### src/rtl/phy_frame_reader.sv
// Read side of the ADC ping-pong buffer: after each frame, walks vchn 0..3,
// reads every stored word and streams one framed packet through a skid FIFO.
module phy_frame_reader #(
  parameter int         RD_LAT     = 1,
  parameter int         FIFO_DEPTH = 4,
  parameter logic [7:0] SYNC_WORD  = 8'hA5
) (
  input  logic        clk,
  input  logic        rst_n,
  input  logic        i_enable,
  input  logic        i_frame_ready,
  input  logic [15:0] i_out_size,
  output logic [1:0]  o_rd_vchn,
  input  logic [7:0]  i_data_count,
  output logic [7:0]  o_rd_addr,
  input  logic [31:0] i_rd_data,
  output logic [31:0] o_out_data,
  output logic        o_out_vld,
  input  logic        i_out_rdy,
  output logic        o_out_sop,
  output logic        o_out_eop,
  output logic        o_busy,
  output logic        o_overrun,
  output logic [7:0]  o_frame_cnt
);
  localparam int PTR_W = (FIFO_DEPTH > 1) ? $clog2(FIFO_DEPTH) : 1;
  localparam int CNT_W = $clog2(FIFO_DEPTH + 1);

  typedef enum logic [2:0] {IDLE, FHDR, CHDR, DATA, WAIT} state_t;
  state_t state;

  logic        frame_ready_q;
  logic [7:0]  seq_cnt;
  logic [7:0]  seq_q;
  logic [7:0]  count_q;
  logic [15:0] out_size_q;
  logic [1:0]  ch;

  logic [CNT_W-1:0] fifo_cnt;
  logic [PTR_W-1:0] wr_ptr;
  logic [PTR_W-1:0] rd_ptr;
  logic [31:0]      fifo_data [FIFO_DEPTH];
  logic             fifo_sop  [FIFO_DEPTH];
  logic             fifo_eop  [FIFO_DEPTH];

  logic        vld_p0, vld_p1;
  logic        hdr_p0, hdr_p1;
  logic        sop_p0, sop_p1;
  logic        eop_p0, eop_p1;
  logic [31:0] word_p0, word_p1;

  logic [CNT_W-1:0] in_flight;
  logic             credit, issue, start, chan_done, last_rd;
  logic             push, pop, push_hdr, push_sop, push_eop;
  logic [31:0]      push_word, hdr_word;

  function automatic logic [PTR_W-1:0] ptr_inc(input logic [PTR_W-1:0] p);
    return (p == PTR_W'(FIFO_DEPTH - 1)) ? '0 : p + 1'b1;
  endfunction

  // Credit counts words already in the FIFO plus reads still in the delay line,
  // so a slot is always free when a tagged word reaches the FIFO.
  assign in_flight = CNT_W'(vld_p0) + ((RD_LAT == 2) ? CNT_W'(vld_p1) : CNT_W'(0));
  assign credit    = (fifo_cnt + in_flight) < CNT_W'(FIFO_DEPTH);
  assign issue     = credit && ((state == FHDR) || (state == CHDR) || (state == DATA));
  assign start     = i_frame_ready && !frame_ready_q && i_enable && (state == IDLE);
  assign last_rd   = (o_rd_addr == count_q - 8'd1);
  assign chan_done = ((state == CHDR) && (i_data_count == 8'd0)) ||
                     ((state == DATA) && last_rd);
  assign hdr_word  = (state == FHDR) ? {SYNC_WORD, seq_q, out_size_q}
                                     : {8'hC0, 6'd0, ch, 8'd0, i_data_count};

  assign push      = (RD_LAT == 2) ? vld_p1  : vld_p0;
  assign push_hdr  = (RD_LAT == 2) ? hdr_p1  : hdr_p0;
  assign push_sop  = (RD_LAT == 2) ? sop_p1  : sop_p0;
  assign push_eop  = (RD_LAT == 2) ? eop_p1  : eop_p0;
  assign push_word = (RD_LAT == 2) ? word_p1 : word_p0;

  assign pop        = o_out_vld && i_out_rdy;
  assign o_out_vld  = (fifo_cnt != '0);
  assign o_out_data = o_out_vld ? fifo_data[rd_ptr] : 32'd0;
  assign o_out_sop  = o_out_vld && fifo_sop[rd_ptr];
  assign o_out_eop  = o_out_vld && fifo_eop[rd_ptr];

  // Stage p0: tag and header word captured at issue time
  always_ff @(posedge clk) begin
    hdr_p0  <= (state != DATA);
    sop_p0  <= (state == FHDR);
    eop_p0  <= chan_done && (ch == 2'd3);
    word_p0 <= hdr_word;
    // Stage p1: second delay slot, selected only for a two-cycle read port
    hdr_p1  <= hdr_p0;
    sop_p1  <= sop_p0;
    eop_p1  <= eop_p0;
    word_p1 <= word_p0;
    if (push) begin
      fifo_data[wr_ptr] <= push_hdr ? push_word : i_rd_data;
      fifo_sop[wr_ptr]  <= push_sop;
      fifo_eop[wr_ptr]  <= push_eop;
    end
    if (start) begin
      out_size_q <= i_out_size;
      seq_q      <= seq_cnt;
    end
    if ((state == CHDR) && credit) count_q <= i_data_count;
  end

  always_ff @(posedge clk or negedge rst_n) begin
    if (!rst_n) begin
      state         <= IDLE;
      frame_ready_q <= 1'b0;
      seq_cnt       <= 8'd0;
      ch            <= 2'd0;
      o_rd_vchn     <= 2'd0;
      o_rd_addr     <= 8'd0;
      o_busy        <= 1'b0;
      o_overrun     <= 1'b0;
      o_frame_cnt   <= 8'd0;
      vld_p0        <= 1'b0;
      vld_p1        <= 1'b0;
      wr_ptr        <= '0;
      rd_ptr        <= '0;
      fifo_cnt      <= '0;
    end else begin
      frame_ready_q <= i_frame_ready;
      o_overrun     <= frame_ready_q && !i_frame_ready && o_busy;
      vld_p0        <= issue;
      vld_p1        <= vld_p0;
      if (push) wr_ptr <= ptr_inc(wr_ptr);
      if (pop)  rd_ptr <= ptr_inc(rd_ptr);
      fifo_cnt <= fifo_cnt + CNT_W'(push) - CNT_W'(pop);
      if (pop && o_out_eop) begin
        o_frame_cnt <= o_frame_cnt + 8'd1;
        o_busy      <= 1'b0;
      end
      case (state)
        IDLE: if (start) begin
          seq_cnt   <= seq_cnt + 8'd1;
          ch        <= 2'd0;
          o_rd_vchn <= 2'd0;
          o_busy    <= 1'b1;
          state     <= FHDR;
        end
        FHDR: if (credit) state <= CHDR;
        CHDR: if (credit) begin
          o_rd_addr <= 8'd0;
          state     <= DATA;
        end
        DATA: if (credit) o_rd_addr <= o_rd_addr + 8'd1;
        WAIT: if (pop && o_out_eop) state <= IDLE;
        default: state <= IDLE;
      endcase
      // Channel advance is folded into the final issue of each channel so the
      // stream has no bubble between channels.
      if (credit && chan_done) begin
        if (ch == 2'd3) begin
          state <= WAIT;
        end else begin
          ch        <= ch + 2'd1;
          o_rd_vchn <= ch + 2'd1;
          state     <= CHDR;
        end
      end
    end
  end
endmodule

### config.mk
export PLATFORM = sky130hd
export DESIGN_NAME = phy_frame_reader
export DESIGN_NICKNAME = d
export VERILOG_FILES = /design/src/rtl/phy_frame_reader.sv
export SDC_FILE = /design/constraint.sdc
export NUM_CORES = 1
export LEC_CHECK = 0
export ABC_AREA = 1
export CAP_MARGIN = 40
export CORE_MARGIN = 1.5
export CORE_UTILIZATION = 45
export CTS_CLUSTER_SIZE = 30
export DETAILED_ROUTE_END_ITERATION = 8
export GPL_TIMING_DRIVEN = 0
export PLACE_DENSITY = 0.79
export SETUP_SLACK_MARGIN = 0.4
export SYNTH_ARGS = -nofsm -noshare
export SYNTH_HDL_FRONTEND = slang
export SYNTH_SLANG_ARGS = --single-unit
### constraint.sdc
create_clock -name clk -period 2.3 [get_ports clk]
set_clock_uncertainty 0.2 [all_clocks]
set_input_delay 0.46 -clock clk [delete_from_list [all_inputs] [get_ports clk]]
set_output_delay 0.46 -clock clk [all_outputs]
set_load 0.01 [all_outputs]
# Word-level counts from Yosys, hierarchy flattened

Memory sizes are Yosys's and may differ from the RTL's.
Cells that the tools add are included.

RAM bits: 136
Memories: 3
Flip-flop bits (word level): 109

Magnitude comparators: 1
Multiplexer cells: 28
$add $sub $neg: 9
Reductions and logical operators: 27
Equal/unequal tests: 16

Memories:

| name      | words | bits a word | rd ports | clocked after memory_dff | write ports | RTL line | RTL |
|---|---|---|---|---|---|---|---|
| fifo_data | 4     | 32          | 1        | 0                        | 1           | 42       | `logic [31:0] fifo_data [FIFO_DEPTH];` |
| fifo_eop  | 4     | 1           | 1        | 0                        | 1           | 44       | `logic fifo_eop [FIFO_DEPTH];` |
| fifo_sop  | 4     | 1           | 1        | 0                        | 1           | 43       | `logic fifo_sop [FIFO_DEPTH];` |

Operators by type and width:

| cell                | number |
|---|---|
| $mux 32             | 2 |
| $mux 31             | 1 |
| $add 8x1->8 const B | 3 |
| $mux 2              | 10 |
| $mux 3              | 6 |
| $mux 8              | 2 |
| $pmux 8 s2          | 1 |
| $logic_and 1x1->1   | 15 |
| $pmux 3 s5          | 1 |
| $ne 3x2->1 const B  | 4 |
| $eq 8x8->1          | 1 |
| $logic_not 8->1     | 1 |
| $sub 8x1->8 const B | 1 |
| $add 2x1->2 const B | 3 |
| $eq 2x2->1 const B  | 3 |
| $eq 3x2->1 const B  | 2 |
| $mux 1              | 5 |
| $reduce_and 5->1    | 1 |
| $ne 2x2->1 const B  | 2 |
| $add 3x1->3         | 1 |
| $eq 3x1->1 const B  | 1 |
| $eq 3x3->1 const B  | 1 |
| $logic_not 3->1     | 1 |
| $logic_or 1x1->1    | 3 |
| other kinds (9)     | 10 |

# Depth between registers and ports, before layout

Depth in word-level cells: 8
Depth in mapped cells: 14
Gate-level depth less buffers: 14

# Least setup slack after synthesis

No wires, ideal clock.

Path kind: flip-flop to flip-flop
Start: register state[2]
End: register seq_cnt[6]
Stages on the path, launching flop included: 9
Buffers on the path: 0
Arrival: 2065 ps
Setup time: 122 ps
Setup slack: -87 ps
Cell sequence: dfrtp_1 -> nor2_2 -> inv_2 -> nor3_4 -> inv_4 -> nor2_4 -> and3_2 -> nand3_2 -> xor2_1

Word-level cells in the longest chain between the ends: 3

Ends and longest elaborated chain:

| element                           | RTL line | RTL |
|---|---|---|
| from (decl)                       | 30       | `state_t state;` |
| from (signal assigned)            | 110      | `state <= IDLE;` |
| from (signal assigned)            | 142      | `state <= FHDR;` |
| from (signal assigned)            | 144      | `FHDR: if (credit) state <= CHDR;` |
| $logic_not 3->1                   | 66       | `assign start = i_frame_ready && !frame_ready_q && i_enable && (state == IDLE);` |
| $logic_and 1x1->1                 | 66       |  |
| named net start                   | 53       | `logic credit, issue, start, chan_done, last_rd;` |
| $reduce_and 2->1 (no source line) | -        |  |
| to (signal assigned)              | 138      | `seq_cnt <= seq_cnt + 8'd1;` |
| to (decl)                         | 33       | `logic [7:0] seq_cnt;` |

The timed path passes the listed nets, and every way through them passes these cells.
A chain may end at the register's enable or synchronous reset.

# Final worst setup path

Start: register rd_ptr[0]
End: output o_out_data[2]

Word-level cells in the longest chain between the ends: 2

Ends and longest elaborated chain:

| element                | RTL line | RTL |
|---|---|---|
| from (decl)            | 41       | `logic [PTR_W-1:0] rd_ptr;` |
| from (signal assigned) | 130      | `if (pop) rd_ptr <= ptr_inc(rd_ptr);` |
| $mem_v2 4x32           | -        |  |
| $mux 32                | 81       | `assign o_out_data = o_out_vld ? fifo_data[rd_ptr] : 32'd0;` |
| to (decl)              | 17       | `output logic [31:0] o_out_data,` |

No other way between the ends.

==> summary.txt <==
Route
  • Via/cell ratio: 5.19
  • 1st-iter DRT viols: 665
  • DRC violations left: 0
  • Vias post-DR: ~7300
  • Initial DRT Pass Iterations: 5
  • WL per Instance: 17.7 um
  • Final ANT Viol Nets: 0
  • Final wirelength: 25000 um

Yosys
  • #FFs+latches synth: 238
  • Main combinational cell family by area after synthesis: simple AND/OR/NAND/NOR gates
  • Synth Area in Compound Gates: 6.86%
  • Adder-cell area share of the yosys netlist: 1.80%
  • Multiplexer area fraction after synthesis: 0.116%
  • Top FF cell, synth: edfxtp_1
  • Post-Syn Nets: 983
  • Avg Cell Area, Syn: 10.7 um2
  • Post-synthesis simple-gate area fraction: 17.1%
  • YS warnings: 0
  • Syn Std Cell Area: between 9000 and 10000 um2
  • Syn Inst Count: 908
  • Post-synthesis sequential area ratio: 68.5%
  • FFs w/ async S/R, synth: 17.6%
  • Post-synth cell types: 34
  • Post-synth EDFFs: 168
  • Xor/xnor cell area share of the yosys netlist: 1.53%

Final layout
  • Fraction of layout cells with a size suffix above 1: between 20% and 30%
  • Synth-to-layout area growth: 35.4%
  • Final Net Count: 1196
  • Design area: 13200 um2
  • Commonest cells after routing, fill and taps aside: edfxtp_1, nor2_1, nand2_1
  • Most common cell after layout, fill and taps aside: edfxtp_1

Placement
  • Worst slack at placement: -624 ps
  • IO Port Bufs: 115
  • Dpl hpwl: 14700 um
  • Cell area after placement: approximately 11000 um2
  • Gpl congestion: 0.808

Status
  • Status: finished with violations
  • Failing checks: negative setup slack

Global routing
  • Gr ovfl total: 0
  • Global-route wire length before repair: 37600 um
  • Largest net degree at the start of global routing: 35
  • Antenna violations before repair: 1
  • Vias in the first global route: 7186
  • Total GRT Usage: about 22%

Critical path
  • Worst setup path start: rd_ptr[0]
  • R2r setup slk: roughly 20 ps
  • Setup CP Type: flip-flop to primary output
  • Data arrival time at the worst-slack endpoint: 1940 ps
  • Startpoint types: flip-flop
  • Crit-path max FO: 7
  • WP data required: around 1600 ps
  • Critical R2R Launch: fifo_cnt[0]
  • CP endpoint kind: primary output

STA
  • Setup ws final: -304 ps
  • Minimum clock period: 2600 ps
  • Max-slew violation count: 0
  • Post-route setup TNS: -7500 ps
  • Final Hold Slack: 27.5 ps
  • Final Hold Viols: 0
  • Worst Max-Slew Pin Slew: slightly below 700 ps
  • F_max: 0.384 GHz
  • Period utilisation layout: 113%
  • Final setup vio count: 34
  • RSZ-0062 raised after global routing: true
  • Slew headroom: between 50 and 60%

Power
  • Leakage power: 5.44 nW
  • Total power: approximately 18 mW
  • PD cells: 1330 nW/um2
  • Worst VDD drop: 617 uV

Clocking
  • CTS Buffer Depth: 3
  • Clk_lat worst skew: between 500 and 600 ps
  • Clk sinks: 238
  • Total CTS buffers: 23
  • CTS tree: yes
  • H-tree Lvls: 1
  • Reg clk slew, reported paths: 60 ps
  • Clk root buf: clkbuf_16

Die
  • Die X-Extent: approximately 150 um
  • Core area: 21100 um2
  • # rows: 53
  • Full die area: ~22000 um2
  • Ports: 116
  • Initial Utilization: 46.1%
  • Vert. Die Dim: approximately 150 um

Min path
  • HP Class: input port to flip-flop
  • Hold path start: i_frame_ready

Run
  • Number of max-cap violations: 0
[final timing paths]
path | end | cells past startpoint
setup / recovery | o_out_data[2] | 8
hold / removal | o_overrun | 2
setup reg to reg | o_rd_addr[6] | 12
hold reg to reg | push_word[3] | 2
max in group asynchronous | o_rd_addr[4] | 3
min in group asynchronous | o_rd_addr[1] | 2
[sequential cells by signal, summed over array words and instances (netlist names), 3 cells and up]
| register | cells |
|---|---|
| count_q | 8 |
| seq_cnt | 8 |
| seq_q | 8 |
| o_frame_cnt | 8 |
| out_size_q | 16 |
| fifo_eop | 4 |
| o_rd_addr | 8 |
| fifo_cnt | 3 |
| fifo_sop | 4 |
| fifo_data | 128 |
| state | 3 |
| push_word | 26 |
[metrics by stage]
step / cells / utilization, %
floorplan: 908 / -
global placement: 1298 / 53.5
detailed placement: 1302 / 53.9
CTS: 1400 / 60.8
global route: 1414 / 62.4
finish: 1414 / 62.4
[layout make-up]
cell class / instances / area [um2]
Fill cell: 1582 / 7920
Sequential cell: 238 / 6660
Multi-Input combinational cell: 566 / 3020
Timing Repair Buffer: 185 / 1730
Clock buffer: 27 / 601
Buffer: 33 / 425
Tap cell: 275 / 344
Inverter: 72 / 298
Clock inverter: 15 / 75.1
Timing Repair inverter: 2 / 15.0
Antenna cell: 1 / 2.50
[where the power goes]
part / internal, mW / switching [mW] / total [mW]
Sequential: 5.97 / 0.463 / 6.44
Combinational: 3.24 / 4.47 / 7.71
Clock: 1.87 / 1.56 / 3.42
[synth_stat cells, types with 2 or more instances]
library cell    n  area, um2
inv_2           5       18.8
xor2_1         14        123
edfxtp_1      168       5040
nor2_2          3       18.8
nor3_4          3       48.8
nand4_1         2       12.5
nor2_4          2       22.5
or2_2           3       18.8
dfrtp_1        42       1050
dfxtp_1        28        561
nor3_1          3       15.0
nand2_1       166        623
nor2_1        183        687
nand2_2         3       18.8
xnor2_1         3       26.3
buf_2           3       15.0
buf_1           3       11.3
inv_1          66        248
ha_1           14        175
a21oi_1        44        220
o21ai_1         5       25.0
nand3_2         2       20.0
o21ai_0        83        415
clkbuf_1       27        101
nor4_1          2       12.5
nand3_1        23        115
[worst max-delay path, stage by stage, from the launching register on]
cell and delay, ps:
dfrtp_1 360, buf_6 170, buf_12 160, buf_4 140
nor2_1 50, nor2_1 70, o21ai_1 100, a21oi_2 210
buf_2 170
[cells by family after synthesis]
kind of cell	Yosys count
compound gates	133
simple gates	400
xor+xnor	17
flops	238
mux	1
fa+ha+maj	14
buf+inv	105
[what timing repair did]
| action | in CTS | in global routing |
|---|---|---|
| endpoints found under the hold margin | 20 | 1 |
| pin swaps | 51 | 48 |
| hold buffers | 1 | 1 |
| buffers inserted | 49 | 11 |
| cloned | 6 | 1 |
| endpoints found under the setup margin | 181 | 98 |
| gates resized for setup | 308 | 88 |
[per-layer routing]
layer,up-vias,track usage (%),routed length (um)
li1,3462,-,-
met1,3467,28.4,9800
met2,350,37.0,12500
met3,63,2.96,1880
met4,0,8.58,832
met5,-,0,0
Note: power is estimated with default switching activity, not from simulation.
==> RTL change 1, RTL diff (same flow settings) <==
Set the parameter `FIFO_DEPTH` to 8 (it was 4).
--- a/src/rtl/phy_frame_reader.sv
+++ b/src/rtl/phy_frame_reader.sv
@@ -2,7 +2,7 @@
 // reads every stored word and streams one framed packet through a skid FIFO.
 module phy_frame_reader #(
   parameter int         RD_LAT     = 1,
-  parameter int         FIFO_DEPTH = 4,
+  parameter int         FIFO_DEPTH = 8,
   parameter logic [7:0] SYNC_WORD  = 8'hA5
 ) (
   input  logic        clk,
Function: changed (a bounded check fails within 10 cycles, from zero or initial values and one cycle with rst_n low).
==> RTL change 1 against the unedited design <==
The run still ends with negative setup slack left. Total power is 60% higher. Sequential share of layout area is 2.6 points higher. Routed wire length increased by 83%. Count of clock-buffer cells in the layout rose by 18. Sequential cell count increased by 139. Setup slack got worse by 0.44 ns. Design area increased by 54%. Synthesized area is 56% higher. Hold slack gained 0.19 ns. Combinational power up 62%. Register-to-register slack worse by 0.25 ns. Global-route usage increased by 2.2 points. Core utilization decreased by 1.5 points.
==> RTL change 1: results <==
[logic_synthesis]
synth.top_cell.area_share = 0.603
netlist_top_cells_area = edfxtp_1, dfrtp_1, nor2_1
synthTopCellsByCount = edfxtp_1, nor2_1, nand2_1
async_flop_share = 0.119

[detailed_routing]
drtIter0Drc = 1483
wl_met3_um = 4320
wl_met1_um = 16400
vias = 11500
wl_met2_um = 23000

[sta]
final.setup.tns_ns = -19.55
finalSetupViolCount = 46
fin_ws_ns = -0.747

[setup_path]
r2r_setup_slack_ns = -0.23
slowest_delay_ns = 0.41
crit_path_max_fanout = 8

[placed_design]
place_congestion = 0.857
dp_hpwl_um = 25000

[cells_and_area]
multi_input_area_mm2 = 0.00460
n_all_buffers = 275
clk_share = 0.0576
buffer_area_frac = 0.141
seq_area_frac = 0.532

[global_routing]
use_met1 = 0.298
grt_max_degree = 29
grt_use_met3 = 0.0438

[outcome]
violations = negative setup slack
status = finished, violations left

[clock_tree]
htreeDepth = 2
tritoncts.num_buffers = 37

[power]
peakVddDrop_v = 0.000763
p_seq_uw = 9690
RTL change 1: worst max-delay path by stage:
stage | start | end | slack, ns | cells past startpoint
after global routing | rd_ptr[0]$_DFFE_PN0P_ | o_out_data[0] | -0.74 | 8
after CTS | rd_ptr[0]$_DFFE_PN0P_ | o_out_data[31] | -0.54 | 9
final | rd_ptr[0]$_DFFE_PN0P_ | o_out_data[0] | -0.75 | 8
after global placement | i_frame_ready | seq_cnt[7]$_DFFE_PN0P_ | -1.02 | 8
after detailed placement | rd_ptr[2]$_DFFE_PN0P_ | o_out_data[1] | -0.79 | 5
after floorplan | state[0]$_DFFE_PN0P_ | seq_cnt[6]$_DFFE_PN0P_ | -0.002 | 8
RTL change 1: kinds of logic (layout without fill, tap and decap cells):
group	Yosys count	count (layout)	share of synthesized area
AO/OA/AOI/OAI	254	254	0.0900
XOR/XNOR	24	24	0.0153
adder cells (fa/ha/maj)	13	13	0.0107
buffers and inverters	148	426	0.0383
flip-flops	377	377	0.714
AND/OR/NAND/NOR	488	488	0.132
==> RTL change 2, RTL diff (config.mk and constraints unchanged) <==
Without the edit above. Encoding of `state_t`: now Gray code (3 bits for 5 states).
--- a/src/rtl/phy_frame_reader.sv
+++ b/src/rtl/phy_frame_reader.sv
@@ -26,7 +26,7 @@
   localparam int PTR_W = (FIFO_DEPTH > 1) ? $clog2(FIFO_DEPTH) : 1;
   localparam int CNT_W = $clog2(FIFO_DEPTH + 1);
 
-  typedef enum logic [2:0] {IDLE, FHDR, CHDR, DATA, WAIT} state_t;
+  typedef enum logic [2:0] {IDLE = 3'b000, FHDR = 3'b001, CHDR = 3'b011, DATA = 3'b010, WAIT = 3'b110} state_t;
   state_t state;
 
   logic        frame_ready_q;
Function: no difference found for any inputs over 4 cycles, from zero or initial values and one cycle with rst_n low; so few cycles prove little.
==> RTL change 2 against the unedited design <==
The flow still finishes with violations (negative setup slack). Design area rose by 1.9%. Synthesized cell count fell by 0.55%. Critical path type unchanged. Routed wire length rose by 4.3%. Final cell count rose by 0.50%. Synthesized area rose by 0.23%. Sequential cell count did not move. Setup slack got worse by 0.11 ns. Largest power group unchanged. Total power rose by 4.2%. Via count rose by 1.2%.
==> RTL change 2: results <==
[clock_tree]
tritoncts.num_buffers = 25
cts_resized = 296
clock_latency_ns = 0.53
htreeDepth = 1
post_cts_buffers = 46

[sta]
finalSetupViolCount = 34
fin_ws_ns = -0.414
final.setup.tns_ns = -9.74
relSlewSlack = 0.580

[power]
peakVddDrop_v = 0.000720
p_leak_uw = 0.00551
intPower_uw = 11500

[global_routing]
use_met1 = 0.273
antenna_found_initial = 0
grt_usage = 0.222
grt_use_met3 = 0.0436
first_global_vias = 7387
grt_pass1_wl_um = 38300
global_route.usage.met2 = 0.394

[cells_and_area]
drive_above_1_share = 0.268
final_nets = 1202
insertedDiodeCount = 0

[placed_design]
dp_hpwl_um = 14700
place_congestion = 0.817

[detailed_routing]
via_per_inst = 5.23
wl_met2_um = 13500
wl_met3_um = 1920
wl_met1_um = 10000
firstDrtPassIters = 4
drt-total-wl_um = 26100
drtIter0Drc = 530

[setup_path]
slowest_delay_ns = 0.38
crit_path_max_fanout = 8

[outcome]
status = finished, violations left
violations = negative setup slack

[logic_synthesis]
ys_seq_area_frac = 0.683
synth.net_count = 978
synthTopCellsByCount = nor2_1, edfxtp_1, nand2_1
netlist_top_cells_area = edfxtp_1, dfrtp_1, nor2_1
synth_edf_count = 168

[min_path]
hold_path_class = input port to async pin
[RTL change 2: changes by cell type in the layout (fill, tap and decap cells not counted), moves of 5 or more]
| cell | change |
|---|---|
| buf_4 | +15 |
| clkbuf_1 | +5 |
| xnor2_1 | +6 |
| nor2_4 | +7 |
| o21ai_0 | +5 |
| xor2_1 | -5 |
| nand2_1 | -5 |
| o21ai_1 | -11 |
| nor2_1 | -14 |
| buf_6 | -5 |
| nand2_2 | +8 |
[RTL change 2: final timing paths]
kind                                    startpoint                    endpoint  slack [ns]  cells past startpoint
min                                          rst_n  o_frame_cnt[0]$_DFFE_PN0P_        0.23                      2
min reg2reg                out_size_q[1]$_DFFE_PP_        push_word[1]$_DFF_P_        0.24                      2
max                          rd_ptr[0]$_DFFE_PN0P_               o_out_data[2]       -0.41                      9
max reg2reg                  rd_ptr[0]$_DFFE_PN0P_  o_frame_cnt[7]$_DFFE_PN0P_        0.13                     13
max in group asynchronous                    rst_n       fifo_cnt[0]$_DFF_PN0_        1.15                      3
min in group clk           out_size_q[1]$_DFFE_PP_        push_word[1]$_DFF_P_        0.24                      2
[RTL change 2: cell type report]
class	instances	area, um^2
fill	1473	7740
sequential	238	6660
multi-input combinational	562	3160
timing repair buffer	191	1700
clock buffer	36	687
buffer	33	402
tap	275	344
inverter	71	312
clock inverter	10	110
timing repair inverter	5	37.5
[RTL change 2: cells by family (layout without fill, tap and decap cells)]
| kind of cell | after synthesis | in the layout | share of synthesized area |
|---|---|---|---|
| buffers and inverters | 104 | 346 | 0.0414 |
| AND/OR/NAND/NOR | 399 | 400 | 0.173 |
| adder cells (fa/ha/maj) | 14 | 14 | 0.0180 |
| AO/OA/AOI/OAI | 127 | 127 | 0.0655 |
| flip-flops | 238 | 238 | 0.683 |
| XOR/XNOR | 21 | 21 | 0.0189 |
[RTL change 2: worst max-delay path, delay by kind of cell, from the launching register on]
| family | cells | cell delay [ns] |
|---|---|---|
| AOI/OAI and AO/OA | 2 | 0.30 |
| and+or+nand+nor | 2 | 0.11 |
| DFF | 1 | 0.38 |
| buffers and inverters | 5 | 0.73 |
[RTL change 2: stage by stage]
stage,setup slack [ns],std cells,instance area (um^2),util
4_1_cts,-0.275,1392,12800,0.606
3_3_place_gp,-0.608,1293,11300,0.536
5_1_grt,-0.471,1421,13400,0.634
6_report,-0.414,1421,13400,0.634
2_1_floorplan,0.378,903,9840,-
3_5_place_dp,-0.540,1294,11300,0.536
[RTL change 2: power by group through the flow]
stage | registers, uW | logic (uW) | clock network (uW)
global route | 6500 | 8610 | 4120
floorplan | 6420 | 3530 | 0
global placement | 6460 | 5990 | 0
CTS | 6370 | 7010 | 3920
detailed placement | 6490 | 6180 | 0
finish | 6430 | 7940 | 3940
